--- config.mk ---
export PLATFORM = sky130hd
export DESIGN_NAME = pool2_ifm_reader
export DESIGN_NICKNAME = d
export VERILOG_FILES = /design/src/rtl/pool2_reader_pkg.sv /design/src/rtl/pool2_addr_gen.sv /design/src/rtl/pool2_ifm_reader.sv
export SDC_FILE = /design/constraint.sdc
export NUM_CORES = 1
export LEC_CHECK = 0
export CORE_AREA = 2 2 160 162
export DETAILED_ROUTE_END_ITERATION = 8
export DIE_AREA = 0 0 162 164
export HOLD_SLACK_MARGIN = 0.12
export MAX_ROUTING_LAYER = met4
export PLACE_DENSITY_LB_ADDON = 0.05
export SYNTH_ARGS = -nofsm -noshare
export SYNTH_HDL_FRONTEND = slang
export SYNTH_HIERARCHICAL = 1
export SYNTH_SLANG_ARGS = --single-unit
--- constraint.sdc ---
create_clock -name clk -period 2.6 [get_ports clk]
set_clock_uncertainty 0.05 [all_clocks]
set_input_delay 0.52 -clock clk [delete_from_list [all_inputs] [get_ports clk]]
set_output_delay 0.52 -clock clk [all_outputs]
set_load 0.01 [all_outputs]
--- src/rtl/pool2_reader_pkg.sv ---
// Shared types and sizing helpers for the Pool2 IFM reader.
// FSM encoding, default-derived sizes and width functions.
package pool2_reader_pkg;

  typedef enum logic [1:0] {
    ST_IDLE,
    ST_READ,
    ST_DRAIN,
    ST_DONE
  } state_t;

  function automatic int size_next(
    input int size,
    input int kern
  );
    return (size - kern) / 2 + 1;
  endfunction

  function automatic int num_passes(
    input int depth,
    input int units
  );
    return (depth + units - 1) / units;
  endfunction

  function automatic int addr_w(input int size);
    return $clog2(size * size);
  endfunction

  function automatic int pass_w(input int passes);
    return (passes > 1) ? $clog2(passes) : 1;
  endfunction

  localparam int DEF_IFM_SIZE  = 14;
  localparam int DEF_IFM_DEPTH = 3;
  localparam int DEF_KERNAL    = 2;
  localparam int DEF_UNITS     = 3;

  localparam int IFM_SIZE_NEXT =
    size_next(DEF_IFM_SIZE, DEF_KERNAL);
  localparam int NUM_PASSES =
    num_passes(DEF_IFM_DEPTH, DEF_UNITS);
  localparam int PAIRS_PER_PASS =
    2 * IFM_SIZE_NEXT * IFM_SIZE_NEXT;

endpackage

--- src/rtl/pool2_addr_gen.sv ---
// Pair address generator: column/row/pass counters.
// Ports: clr/adv in; addr_a/b, pass, row_odd, last_pair out.
module pool2_addr_gen
  import pool2_reader_pkg::*;
#(
  parameter int IFM_SIZE    = 14,
  parameter int KERNAL_SIZE = 2,
  parameter int PASSES      = 1,
  parameter int AW          = 8,
  parameter int PW          = 1
) (
  input  logic          clk,
  input  logic          reset,
  input  logic          clr,
  input  logic          adv,
  output logic [AW-1:0] addr_a,
  output logic [AW-1:0] addr_b,
  output logic [PW-1:0] pass,
  output logic          row_odd,
  output logic          last_pair
);

  localparam int SN = size_next(IFM_SIZE, KERNAL_SIZE);
  localparam int RW = $clog2(2 * SN + 1);

  localparam logic [AW-1:0] COL_LAST  = AW'(2 * (SN - 1));
  localparam logic [AW-1:0] ROW_STEP  = AW'(IFM_SIZE);
  localparam logic [RW-1:0] ROW_LAST  = RW'(2 * SN - 1);
  localparam logic [PW-1:0] PASS_LAST = PW'(PASSES - 1);

  // col holds 2*j; base holds row*IFM_SIZE, kept by
  // accumulation so no multiplier is needed.
  logic [AW-1:0] col;
  logic [AW-1:0] base;
  logic [RW-1:0] row;
  logic          last_col;
  logic          last_row;
  logic          last_pass;

  assign last_col  = (col == COL_LAST);
  assign last_row  = (row == ROW_LAST);
  assign last_pass = (pass == PASS_LAST);
  assign last_pair = last_col & last_row & last_pass;
  assign row_odd   = row[0];
  assign addr_a    = base + col;
  assign addr_b    = addr_a + AW'(1);

  always_ff @(posedge clk or negedge reset) begin
    if (!reset) begin
      col  <= '0;
      base <= '0;
      row  <= '0;
      pass <= '0;
    end else if (clr) begin
      col  <= '0;
      base <= '0;
      row  <= '0;
      pass <= '0;
    end else if (adv) begin
      if (!last_col) begin
        col <= col + AW'(2);
      end else begin
        col <= '0;
        if (!last_row) begin
          row  <= row + RW'(1);
          base <= base + ROW_STEP;
        end else begin
          row  <= '0;
          base <= '0;
          pass <= last_pass ? '0 : pass + PW'(1);
        end
      end
    end
  end

endmodule

--- src/rtl/pool2_ifm_reader.sv ---
// Pool2 IFM reader: streams column pairs to three pool units.
// Ports: start/hold in, RAM read out, data/enables out, busy/done.
// Option POOL2_READER_PERF_EN adds stall_count output.
module pool2_ifm_reader
  import pool2_reader_pkg::*;
#(
  parameter int DATA_WIDTH      = 32,
  parameter int IFM_SIZE        = 14,
  parameter int IFM_DEPTH       = 3,
  parameter int KERNAL_SIZE     = 2,
  parameter int NUMBER_OF_UNITS = 3,
  localparam int ADDRESS_SIZE_IFM = addr_w(IFM_SIZE),
  localparam int NUM_PASSES =
    num_passes(IFM_DEPTH, NUMBER_OF_UNITS),
  localparam int PASS_W = pass_w(NUM_PASSES)
) (
  input  logic                        clk,
  input  logic                        reset,
  input  logic                        start,
  input  logic                        hold,
  output logic                        rd_en,
  output logic [ADDRESS_SIZE_IFM-1:0] rd_addr_A,
  output logic [ADDRESS_SIZE_IFM-1:0] rd_addr_B,
  output logic [PASS_W-1:0]           map_sel,
  input  logic [DATA_WIDTH-1:0]       ram_data_A_unit1,
  input  logic [DATA_WIDTH-1:0]       ram_data_B_unit1,
  input  logic [DATA_WIDTH-1:0]       ram_data_A_unit2,
  input  logic [DATA_WIDTH-1:0]       ram_data_B_unit2,
  input  logic [DATA_WIDTH-1:0]       ram_data_A_unit3,
  input  logic [DATA_WIDTH-1:0]       ram_data_B_unit3,
  output logic [DATA_WIDTH-1:0]       data_in_A_unit1,
  output logic [DATA_WIDTH-1:0]       data_in_B_unit1,
  output logic [DATA_WIDTH-1:0]       data_in_A_unit2,
  output logic [DATA_WIDTH-1:0]       data_in_B_unit2,
  output logic [DATA_WIDTH-1:0]       data_in_A_unit3,
  output logic [DATA_WIDTH-1:0]       data_in_B_unit3,
  output logic                        fifo_enable,
  output logic                        pool_enable,
  output logic                        busy,
  output logic                        done
`ifdef POOL2_READER_PERF_EN
  ,
  output logic [31:0]                 stall_count
`endif
);

  localparam int AW = ADDRESS_SIZE_IFM;

  state_t          state;
  logic            in_read;
  logic            issue;
  logic            start_ok;
  logic            last_pair;
  logic            row_odd;
  logic [AW-1:0]   addr_a;
  logic [AW-1:0]   addr_b;

  assign in_read  = (state == ST_READ);
  assign issue    = in_read & ~hold;
  assign start_ok = (state == ST_IDLE) & start;

  pool2_addr_gen #(
    .IFM_SIZE    (IFM_SIZE),
    .KERNAL_SIZE (KERNAL_SIZE),
    .PASSES      (NUM_PASSES),
    .AW          (AW),
    .PW          (PASS_W)
  ) u_addr (
    .clk       (clk),
    .reset     (reset),
    .clr       (start_ok),
    .adv       (issue),
    .addr_a    (addr_a),
    .addr_b    (addr_b),
    .pass      (map_sel),
    .row_odd   (row_odd),
    .last_pair (last_pair)
  );

  // Addresses are only meaningful while reading; park at 0.
  assign rd_en     = issue;
  assign rd_addr_A = in_read ? addr_a : '0;
  assign rd_addr_B = in_read ? addr_b : '0;

  assign data_in_A_unit1 = ram_data_A_unit1;
  assign data_in_B_unit1 = ram_data_B_unit1;
  assign data_in_A_unit2 = ram_data_A_unit2;
  assign data_in_B_unit2 = ram_data_B_unit2;
  assign data_in_A_unit3 = ram_data_A_unit3;
  assign data_in_B_unit3 = ram_data_B_unit3;

  always_ff @(posedge clk or negedge reset) begin
    if (!reset) begin
      state       <= ST_IDLE;
      busy        <= 1'b0;
      done        <= 1'b0;
      fifo_enable <= 1'b0;
      pool_enable <= 1'b0;
    end else begin
      // Enables track the RAM's one-cycle read latency.
      fifo_enable <= issue;
      pool_enable <= issue & row_odd;
      unique case (state)
        ST_IDLE: begin
          if (start) begin
            state <= ST_READ;
            busy  <= 1'b1;
          end
        end
        ST_READ: begin
          if (issue && last_pair) begin
            state <= ST_DRAIN;
          end
        end
        ST_DRAIN: begin
          state <= ST_DONE;
          done  <= 1'b1;
        end
        ST_DONE: begin
          state <= ST_IDLE;
          done  <= 1'b0;
          busy  <= 1'b0;
        end
        default: begin
          state <= ST_IDLE;
        end
      endcase
    end
  end

`ifdef POOL2_READER_PERF_EN
  always_ff @(posedge clk or negedge reset) begin
    if (!reset) begin
      stall_count <= '0;
    end else if (start_ok) begin
      stall_count <= '0;
    end else if (in_read && hold && stall_count != '1) begin
      stall_count <= stall_count + 32'd1;
    end
  end
`endif

endmodule

Yosys cells after proc, flatten, opt, wreduce, memory -nomap -nowiden
Index checks and enable logic that the tools add are counted.
Widths: inputs -> output; s select.
{"block": "classes", "n_addsub": 6, "n_bitwise": 7, "mux": 24, "n_eq_ne": 7, "n_reduce_logical": 11}
{"cell": "$mux 8", "count": 9}
{"cell": "$mux 4", "count": 4}
{"cell": "$reduce_bool 2->1", "count": 5}
{"cell": "$add 8x1->8 const B", "count": 1}
{"cell": "$add 8x2->8 const B", "count": 1}
{"cell": "$add 8x4->8 const B", "count": 1}
{"cell": "$add 8x8->8", "count": 1}
{"cell": "$eq 8x4->1 const B", "count": 1}
{"cell": "$pmux 2 s4", "count": 1}
{"cell": "$mux 1", "count": 6}
{"cell": "$reduce_and 2->1", "count": 3}
{"cell": "$and 1x1->1", "count": 5}
{"cell": "$add 4x1->4 const B", "count": 1}
{"cell": "$eq 2x2->1 const B", "count": 2}
{"cell": "$eq 4x4->1 const B", "count": 1}
{"cell": "$mux 2", "count": 2}
{"cell": "$pmux 1 s2", "count": 2}
{"cell": "$reduce_and 3->1", "count": 1}
{"cell": "$eq 2x1->1 const B", "count": 1}
{"cell": "$logic_not 2->1", "count": 1}
{"cell": "$ne 2x1->1 const B", "count": 1}
{"cell": "$ne 2x2->1 const B", "count": 1}
{"cell": "$not 1->1", "count": 2}
{"cell": "$add 1x1->1 const B", "count": 1}
{"cell": "$logic_and 1x1->1", "count": 1}
{"block": "word_totals", "elab_cells": 64, "register_bits": 27, "inputBits": 196}

Depth between registers and ports, before layout
Gate-level depths: netlist (run 1).
{"block": "depth", "word_depth": 6, "ltp_mapped": 8, "depth_no_buf": 7}

Cells and area by module
The synthesis (run 1) kept the hierarchy.
{"module": "pool2_ifm_reader", "cells_per_inst": 236, "n_inst": 1, "seq_area_each_um2": 150.1, "area_per_inst_um2": 1884.3}
{"module": "pool2_addr_gen", "cells_per_inst": 136, "n_inst": 1, "seq_area_each_um2": 450.4, "area_per_inst_um2": 1242.4}

Least setup slack after synthesis (run 1)
OpenSTA, ideal clock, no wires.
{"block": "synth_timing", "path_kind": "register to output", "start": "register u_addr.col[2]", "end": "output port rd_addr_A[7]", "required_ns": 2.030, "t_arrival_ns": 1.830, "path_stages_with_launch": 7, "slack_ns": 0.200, "n_path_buf": 0, "path_cell_list": "dfrtp_1 -> ha_1 -> a211oi_1 -> o21bai_1 -> a311o_1 -> xnor2_1 -> and2_1"}
{"block": "synth_via", "elab_chain_len": 2}
{"element": "start: declaration", "line_no": "pool2_addr_gen.sv:33", "source": "logic [AW-1:0] col;"}
{"element": "start signal: assignment", "line_no": "pool2_addr_gen.sv:61", "source": "col <= col + AW'(2);"}
{"element": "$add 8x8->8", "line_no": "pool2_addr_gen.sv:45", "source": "assign addr_a = base + col;"}
{"element": "via addr_a[7]", "line_no": "pool2_ifm_reader.sv:55", "source": "logic [AW-1:0] addr_a;"}
{"element": "$mux 8", "line_no": "pool2_ifm_reader.sv:82", "source": "assign rd_addr_A = in_read ? addr_a : '0;"}
{"element": "end: declaration", "line_no": "pool2_ifm_reader.sv:22", "source": "output logic [ADDRESS_SIZE_IFM-1:0] rd_addr_A,"}
The timed path passes the listed nets, and every way through them passes these cells.

Worst setup path in the final report (run 1)
{"block": "layout_timing", "start": "register u_addr.base[2]", "end": "output port rd_addr_B[7]"}
{"block": "layout_via", "elab_chain_len": 3}
{"element": "start: declaration", "line_no": "pool2_addr_gen.sv:34", "source": "logic [AW-1:0] base;"}
{"element": "start signal: assignment", "line_no": "pool2_addr_gen.sv:66", "source": "base <= base + ROW_STEP;"}
{"element": "$add 8x8->8", "line_no": "pool2_addr_gen.sv:45"}
{"element": "$add 8x1->8", "line_no": "pool2_addr_gen.sv:46", "source": "assign addr_b = addr_a + AW'(1);"}
{"element": "via addr_b[7]", "line_no": "pool2_ifm_reader.sv:56", "source": "logic [AW-1:0] addr_b;"}
{"element": "$mux 8", "line_no": "pool2_ifm_reader.sv:83", "source": "assign rd_addr_B = in_read ? addr_b : '0;"}
{"element": "end: declaration", "line_no": "pool2_ifm_reader.sv:23", "source": "output logic [ADDRESS_SIZE_IFM-1:0] rd_addr_B,"}
The timed path passes the listed nets, and every way through them passes these cells.

==> results of run 1 <==
worst paths after layout:
path                       cells past startpoint                         end  slack (ns)                        from
min reg2reg                                    2            done$_DFFE_PN0P_        0.44            done$_DFFE_PN0P_
min                                            2            done$_DFFE_PN0P_        0.44            done$_DFFE_PN0P_
max reg2reg                                    8        state[1]$_DFFE_PN0P_        0.41   u_addr/col[4]$_DFFE_PN0P_
max                                            8                rd_addr_B[7]       -0.15  u_addr/base[2]$_DFFE_PN0P_
min in group asynchronous                      2  u_addr/base[6]$_DFFE_PN0P_        0.60                       reset
max in group asynchronous                      2        state[0]$_DFFE_PN0P_        1.62                       reset
layout make-up:
class / count / area share (%)
Tap cell: 330 / 15.16
Timing Repair Buffer: 63 / 19.02
Multi-Input combinational cell: 143 / 39.69
Inverter: 6 / 0.8268
Clock buffer: 4 / 3.261
Sequential cell: 24 / 22.05
registers in the layout (all words and copies together), names as in the netlist:
| signal | cells |
|---|---|
| u_addr/col | 7 |
| busy | 1 |
| fifo_enable | 1 |
| pool_enable | 1 |
| state | 2 |
| done | 1 |
| u_addr/row | 4 |
| u_addr/base | 7 |
where the power goes:
group / switching (mW) / leakage [nW] / internal (mW)
Sequential: 0.110 / 0.299 / 0.509
Combinational: 0.936 / 0.828 / 1.02
Clock: 0.161 / 0.0442 / 0.237
Total: 1.21 / 1.17 / 1.77
timing repair:
item	4_1_cts	5_1_grt
gates resized for setup	39	15
endpoints found under the hold margin	0	0
pin swaps	13	9
setup endpoints to repair	10	13
setup buffers	3	3
cells by family after synthesis:
| logic type | count (synthesis) |
|---|---|
| compound gates | 37 |
| xor+xnor | 15 |
| fa+ha+maj | 15 |
| buf+inv | 206 |
| flops | 24 |
| mux | 4 |
| other cells | 2 |
| simple gates | 69 |
cells in the mapped netlist, types with 2 or more instances:
| library cell | count |
|---|---|
| xor2_1 | 8 |
| o2111ai_1 | 2 |
| nand2b_1 | 2 |
| a31o_2 | 2 |
| nand2_1 | 9 |
| inv_1 | 6 |
| mux2i_1 | 3 |
| nand3b_1 | 2 |
| nand4_1 | 2 |
| o21ai_0 | 14 |
| conb_1 | 2 |
| nor2_1 | 10 |
| ha_1 | 15 |
| or3_1 | 4 |
| nand3_1 | 8 |
| a21oi_1 | 8 |
| or4_1 | 2 |
| o31ai_1 | 2 |
| and2_1 | 16 |
| buf_2 | 2 |
| buf_4 | 197 |
| xnor2_1 | 7 |
| dfrtp_1 | 24 |
| and2_2 | 5 |
| nor2b_1 | 2 |
worst max-delay path, cell delays in order, from the launching register on:
cell and delay, ns:
dfrtp_1 0.42, ha_4 0.26, a211oi_4 0.25, o21bai_2 0.10, a311o_1 0.35, buf_4 0.14, xnor2_1 0.11, and2_1 0.14
buf_2 0.13
metal layers:
layer  wire length (um)  share of wire, %
met4                578               6.9
met5                  0                 0
met2               4124                49
met1               2870                34
met3                861                10
metrics by stage:
stage               utilization (%)  cells  instance area (um^2)
floorplan                         -    373                  3131
global placement              10.21    560                  2535
detailed placement            10.21    560                  2535
CTS                           10.81    567                  2684
global route                  10.98    570                  2724
finish                        10.98    570                  2724
==> qor.yml, run 1 <==
worst_pin_slew_ns: 0.5594
synth-seq-cells: 24
violations: "setup timing"
crit_arrival_ns: 2.18
cts.sinks: 24
synthCells: 372
path_clk_slew_ns: 0.07
synth_simple_gate_area_share_pct: 12.93
clockBufferDepth: 2
n_antenna_cell: 0
seqCellArea_um2: 600.6
rsz0062_at_grt: "true"
powerDensity_nw_per_um2: 1092
setup_slack_ns: -0.1462
fin_crit_ns: 2.746
busiest_layer: "met2"
vdd_drop_max_v: 0.0002588
first_global_vias: 1819
yosysWarningCount: 6
ant_nets: 0
gr-total-overflow: 0
layout.cells.most_common_list: "buf_4, dfrtp_1, and2_1"
drv_cap: 0
h-tree-depth: 1
layout_commonest_cell: "buf_4"
initial_core_util_pct: 12.60
synth_ff_type: "dfrtp_1"
first_pass_iters: 4
gr-usage-met3_pct: 2.551
fin_total_pwr_mw: 2.973
clk_latency_ns: 0.27
num_vias: 1671
clock.fmax_ghz: 0.3641
multiInputGateArea_um2: 1081
nFillCells: 2873
synthToLayoutAreaGrowth_pct: -12.89
wl_per_cell_um: 14.80
avgSynthCellArea_um2: 8.405
synth-xor-area-share_pct: 4.202
met1_usage_pct: 5.862
dp.final_hpwl_mm: 6.857
yosysSeqAreaShare_pct: 19.21
synth_area_leaders: "buf_4, dfrtp_1, ha_1"
tns_ns: -0.5162
cts_buffers: 3
p_leak_nw: 1.171
port_buffers: 23
synth_area_leader_cell: "buf_4"
layout.nets: 452
cp-start-kind: "flip-flop"
setup_viol: 7
gp_congestion: 0.6107
post_synth_fa_ha_maj_area_fraction_pct: 6.002
antenna_found_initial: 0
holdWs_ns: 0.4439
end_kind: "primary output"
drc_errors: 0
grt_max_degree: 25
syn-cell-area_um2: 3127
min-delay-path-class: "reg2reg"
root_buffer: "clkbuf_16"
outcome: "complete, but fails checks"
synth_top_family_by_area: "buffers and inverters"
drive_above_1_share_pct: 31.25
relSlewSlack_pct: 62.59
critPathRequiredTime_ns: 2.03
muxShareOfSynthArea_pct: 1.441
routed_via_density: 2.932
core_area_um2: 24820
timing.critical_path.fanout_max: 2
synth.top_cell.area_share_pct: 47.30
drt-total-wl_mm: 8.434
die_h_um: 164
hold_viol_final: 0
met2_usage_pct: 10.75
grt_usage_pct: 6.424
crit_type: "reg2out"
cts_tree: "yes"
dieArea_um2: 26570
grt_pass1_wl_mm: 12.21
synth_cell_types: 43
row_count: 58
drt-initial-drc-count: 53
num_io_pins: 410
slew_viol_final: 0
dp_slack_ns: -0.3769
fin_crit_sh_pct: 105.6
hold_buffers: 0
die_w_um: 162
synth-edff-count: 0
synth-compound-area-share_pct: 7.483
async_reset_ff_share_pct: 100.0
Power figures use the tool's default switching activity.
==> inputs of run 2 (changes only) <==
- clock period: 2.6 -> 3.1 ns (I/O delays scaled with it)
==> run 2 against run 1 <==
Compared with the run above:
- the run now ends clean
- global-route usage grew 0.081 points
- routed wire length about the same
- largest power group unchanged
- final cell count fell by 4.2%
- power decreased by 20%
- sequential share of layout area rose by 1.4 points
- design area decreased by 6.0%
- die area is the same
- worst setup slack better by 0.30 ns
- flip-flop and latch count did not move
- critical path depth decreased by 1
==> qor.yml, run 2 (synthesis results as in run 1) <==
outcome: "finished clean"
root_buffer: "clkbuf_16"
clockBufferDepth: 2
first_pass_iters: 4
grt_max_degree: 25
path_clk_slew_ns: 0.08
clock.fmax_ghz: 0.3399
p_leak_nw: 1.033
rsz0062_at_grt: "false"
layout.nets: 428
dp.cells: 541
initial_core_util_pct: 12.60
gp_congestion: 0.6027
relSlewSlack_pct: 48.51
slew_viol_final: 0
wl_per_cell_um: 15.46
die_h_um: 164
fin_crit_ns: 2.942
cts_buffers: 3
fin_cells: 546
critPathRequiredTime_ns: 2.43
seqPwrFrac_pct: 22.5
power_frac_comb_pct: 60.7
fin_total_pwr_mw: 2.365
ant_nets: 0
final_core_util_pct: 10.32
final_cell_area_um2: 2561
hold_viol_final: 0
synthToLayoutAreaGrowth_pct: -18.09
port_buffers: 23
h-tree-depth: 1
top_regs: "u_addr/base: 7 flops, u_addr/col: 7 flops, u_addr/row: 4 flops"
first_global_vias: 1736
layout.cells.most_common_list: "dfrtp_1, clkdlybuf4s50_1, and2_1, buf_4"
n_antenna_cell: 0
met2_usage_pct: 10.39
cts.sinks: 24
dp.final_hpwl_mm: 6.757
num_vias: 1572
powerDensity_nw_per_um2: 923.5
worst_pin_slew_ns: 0.7698
vdd_drop_max_v: 0.0002064
fin_crit_sh_pct: 94.90
setup_slack_ns: 0.1580
core_area_um2: 24820
grt_pass1_wl_mm: 12.16
cts_tree: "yes"
die_w_um: 162
grt_usage_pct: 6.505
internal_power_mw: 1.401
setup_viol: 0
cp-start-kind: "flip-flop"
layout_commonest_cell: "dfrtp_1"
end_kind: "primary output"
busiest_layer: "met2"
drive_above_1_share_pct: 19.44
power_frac_clock_pct: 16.8
place_area_um2: 2392
switchingPower_uw: 964.1
dieArea_um2: 26570
gr-usage-met3_pct: 2.980
crit_arrival_ns: 2.27
drt-initial-drc-count: 35
met1_usage_pct: 6.469
drc_errors: 0
num_io_pins: 410
holdWs_ns: 0.4585
drt-total-wl_mm: 8.442
routed_via_density: 2.879
timing.critical_path.fanout_max: 3
tns_ns: 0
clk_latency_ns: 0.27
p_sw_share_pct: 40.76
row_count: 58
min-delay-path-class: "reg2reg"
gr-total-overflow: 0
drv_cap: 0
antenna_found_initial: 0
crit_type: "reg2out"
dp_slack_ns: 0.09575
==> run 2: cell types whose count changed in the layout (fill, tap and decap cells not counted), moves of 2 or more <==
cell	previous run	this run
buf_2	5	0
buf_4	36	16
buf_6	5	0
clkbuf_2	2	0
clkdlybuf4s50_1	11	17
dlygate4sd2_1	0	4
xnor2_1	5	7
xnor2_2	2	0
==> run 2: per-layer routing <==
metal  up-vias  share of wire (%)  wire length [um]
li1        688                  -                 -
met1       694                 35              2954
met2       120                 48              4069
met3        70                 11               912
met4         0                6.0               505
met5         -                  0                 0
==> run 2: critical path: stages, from the launching register on <==
cell,delay [ns]
dfrtp_1,0.40
ha_1,0.33
a211oi_2,0.21
o21bai_2,0.10
buf_4,0.16
xor2_1,0.13
and2_2,0.15
clkdlybuf4s50_1,0.53
==> run 2: repair_timing <==
item	4_1_cts	5_1_grt
setup endpoints to repair	8	2
hold buffers	0	0
pin swaps	3	1
resized for setup	11	4
setup buffers	0	1
==> run 2: power by group through the flow <==
stage	registers, mW	clock network, mW	logic, mW
floorplan	0.533	0	1.05
global placement	0.536	0	1.46
detailed placement	0.537	0	1.44
CTS	0.539	0.421	1.46
global route	0.556	0.435	1.63
finish	0.532	0.397	1.44
==> run 2: layout make-up <==
| type | count | area, um^2 |
|---|---|---|
| Multi-Input combinational cell | 143 | 1070 |
| Clock buffer | 3 | 75.07 |
| Fill cell | 2869 | 22260 |
| Clock inverter | 1 | 30.03 |
| Tap cell | 330 | 412.9 |
| Timing Repair Buffer | 39 | 350.3 |
| Inverter | 6 | 22.52 |
| Sequential cell | 24 | 600.6 |
==> run 2: path summary, 6_finish.rpt <==
kind / start / endpoint / slack, ns / depth (start not counted)
worst max-delay path: u_addr/col[2]$_DFFE_PN0P_ / rd_addr_A[5] / 0.16 / 7
worst min-delay path: done$_DFFE_PN0P_ / done$_DFFE_PN0P_ / 0.46 / 2
worst max register to register: state[1]$_DFFE_PN0P_ / u_addr/base[7]$_DFFE_PN0P_ / 0.74 / 7
worst min register to register: done$_DFFE_PN0P_ / done$_DFFE_PN0P_ / 0.46 / 2
max in group asynchronous: reset / u_addr/row[3]$_DFFE_PN0P_ / 1.98 / 2
min in group asynchronous: reset / u_addr/base[6]$_DFFE_PN0P_ / 0.72 / 2
==> inputs of run 3 (changes only) <==
- CTS_BUF_LIST: not set -> sky130_fd_sc_hd__clkbuf_4 sky130_fd_sc_hd__clkbuf_8 sky130_fd_sc_hd__clkbuf_16
- RECOVER_POWER: not set -> 100
==> run 3 against run 2 <==
Compared with the run above:
- the run now ends with capacitance limit, slew limit left
- clock power barely moved
- count of clock-buffer cells in the layout did not move
- combinational power fell by 3%
- routed wire length rose by 0.17%
- via count fell by 0.19%
- design area fell by 0.78%
- critical endpoint is now rd_addr_A[3]
==> qor.yml, run 3 (synthesis results as in run 1) <==
critPathSlowestCell: "dlygate4sd3_1"
outcome: "complete, but fails checks"
cts.sinks: 24
relSlewSlack_pct: -8.743
cp_cell_sequence: "ha_1 > buf_4 > a21o_4 > xor2_1 > and2_2 > dlygate4sd3_1"
clockBufferDepth: 2
critPathRequiredTime_ns: 2.43
synthToLayoutAreaGrowth_pct: -18.73
wl_per_cell_um: 15.49
fin_crit_sh_pct: 95.22
core_area_um2: 24820
powerDensity_nw_per_um2: 916.5
r2r_setup_slack_ns: 0.60
gr-total-overflow: 0
top_regs: "u_addr/base: 7 flops, u_addr/col: 7 flops, u_addr/row: 4 flops"
nFillCells: 2873
port_buffers: 23
row_count: 58
ant_nets: 0
hold_viol_final: 0
initial_core_util_pct: 12.60
p_leak_nw: 1.013
drc_errors: 0
first_pass_iters: 4
clock.fmax_ghz: 0.3388
vdd_drop_max_v: 0.0002060
violations: "capacitance limit, slew limit"
path_buf_inv: 2
layout_commonest_cell: "dfrtp_1"
fin_total_pwr_mw: 2.329
routed_via_density: 2.874
drt-total-wl_mm: 8.456
dieArea_um2: 26570
r2r_start: "state[1]$_DFFE_PN0P_"
num_io_pins: 410
drv_cap: 1
tns_ns: 0
holdPathStages: 2
cts_buffers: 3
die_w_um: 162
crit_arrival_ns: 2.28
first_global_vias: 1736
num_vias: 1569
antenna_found_initial: 0
n_antenna_cell: 0
worstHoldStart: "done$_DFFE_PN0P_"
path_clk_slew_ns: 0.08
crit_type: "reg2out"
worst_pin_slew_ns: 1.631
holdPathEnd: "done$_DFFE_PN0P_"
timing.critical_path.fanout_max: 3
cts_tree: "yes"
cp_top_family: "buffers and inverters"
grt_usage_pct: 6.505
fin_crit_ns: 2.952
min-delay-path-class: "reg2reg"
reg2regPathDepth: 7
r2r_end: "u_addr/base[7]$_DFFE_PN0P_"
dp.final_hpwl_mm: 6.757
drive_above_1_share_pct: 17.13
layout.cells.most_common_list: "dfrtp_1, o21ai_0, ha_1, buf_4"
die_h_um: 164
clk_latency_ns: 0.27
gp_congestion: 0.6027
grt_pass1_wl_mm: 12.16
rsz0062_at_grt: "false"
drt-initial-drc-count: 21
slew_viol_final: 25
cp-start-kind: "flip-flop"
max_stage_delay_ns: 0.61
root_buffer: "clkbuf_16"
end_kind: "primary output"
setup_viol: 0
layout.nets: 428
h-tree-depth: 1
grt_max_degree: 25
==> run 3: what timing repair did <==
item	in CTS	in global routing
setup buffers	0	1
endpoints found under the setup margin	8	2
hold buffers	0	0
gates resized for setup	11	4
pin swaps	3	1
==> run 3: worst max path at each step <==
stage | end | start | cells past startpoint
after floorplan | rd_addr_A[7] | u_addr/col[2]$_DFFE_PN0P_ | 6
final | rd_addr_A[3] | u_addr/col[2]$_DFFE_PN0P_ | 6
after CTS | rd_addr_A[4] | u_addr/col[2]$_DFFE_PN0P_ | 7
after global routing | rd_addr_A[5] | u_addr/col[2]$_DFFE_PN0P_ | 7
after detailed placement | rd_addr_A[7] | u_addr/col[2]$_DFFE_PN0P_ | 7
after global placement | rd_addr_B[7] | u_addr/col[2]$_DFFE_PN0P_ | 7
==> run 3: worst min-delay path, stage by stage (launching register included) <==
cell,delay (ns)
dfrtp_1,0.35
nor2_1,0.04
nor2_1,0.08
==> run 3: area by class of cell <==
cell class,count,area (um^2),share of cell area [%]
Sequential cell,24,600.6,23.63
Tap cell,330,412.9,16.25
Inverter,6,22.52,0.8863
Timing Repair Buffer,39,335.3,13.20
Multi-Input combinational cell,143,1065,41.90
Clock buffer,3,75.07,2.954
Clock inverter,1,30.03,1.182
==> run 3: routing by layer <==
layer  GRT usage (%)  wire (um)  vias to the layer above
li1                -          -                      688
met1           6.469       2934                      693
met2           10.39       4126                      118
met3           2.980        889                       70
met4           4.143        505                        0
met5               -          0                        -
==> run 3: power by group <==
| part | switching [mW] | internal (mW) |
|---|---|---|
| Combinational | 0.719 | 0.679 |
| Sequential | 0.105 | 0.426 |
| Clock | 0.141 | 0.258 |
| Total | 0.965 | 1.36 |
==> run 3: through the flow <==
stage | util [%] | setup WS, ns | hold WS [ns] | instance area, um^2 | instances
4_1_cts | 10.21 | 0.01245 | 0.4765 | 2534 | 545
2_1_floorplan | - | 0.5997 | 0.2744 | 3131 | 373
6_report | 10.24 | 0.1481 | 0.4579 | 2541 | 546
3_5_place_dp | 9.639 | 0.09575 | 0.4592 | 2392 | 541
3_3_place_gp | 9.639 | 0.08289 | 0.4353 | 2392 | 541
5_1_grt | 10.24 | 0.02476 | 0.5224 | 2541 | 546
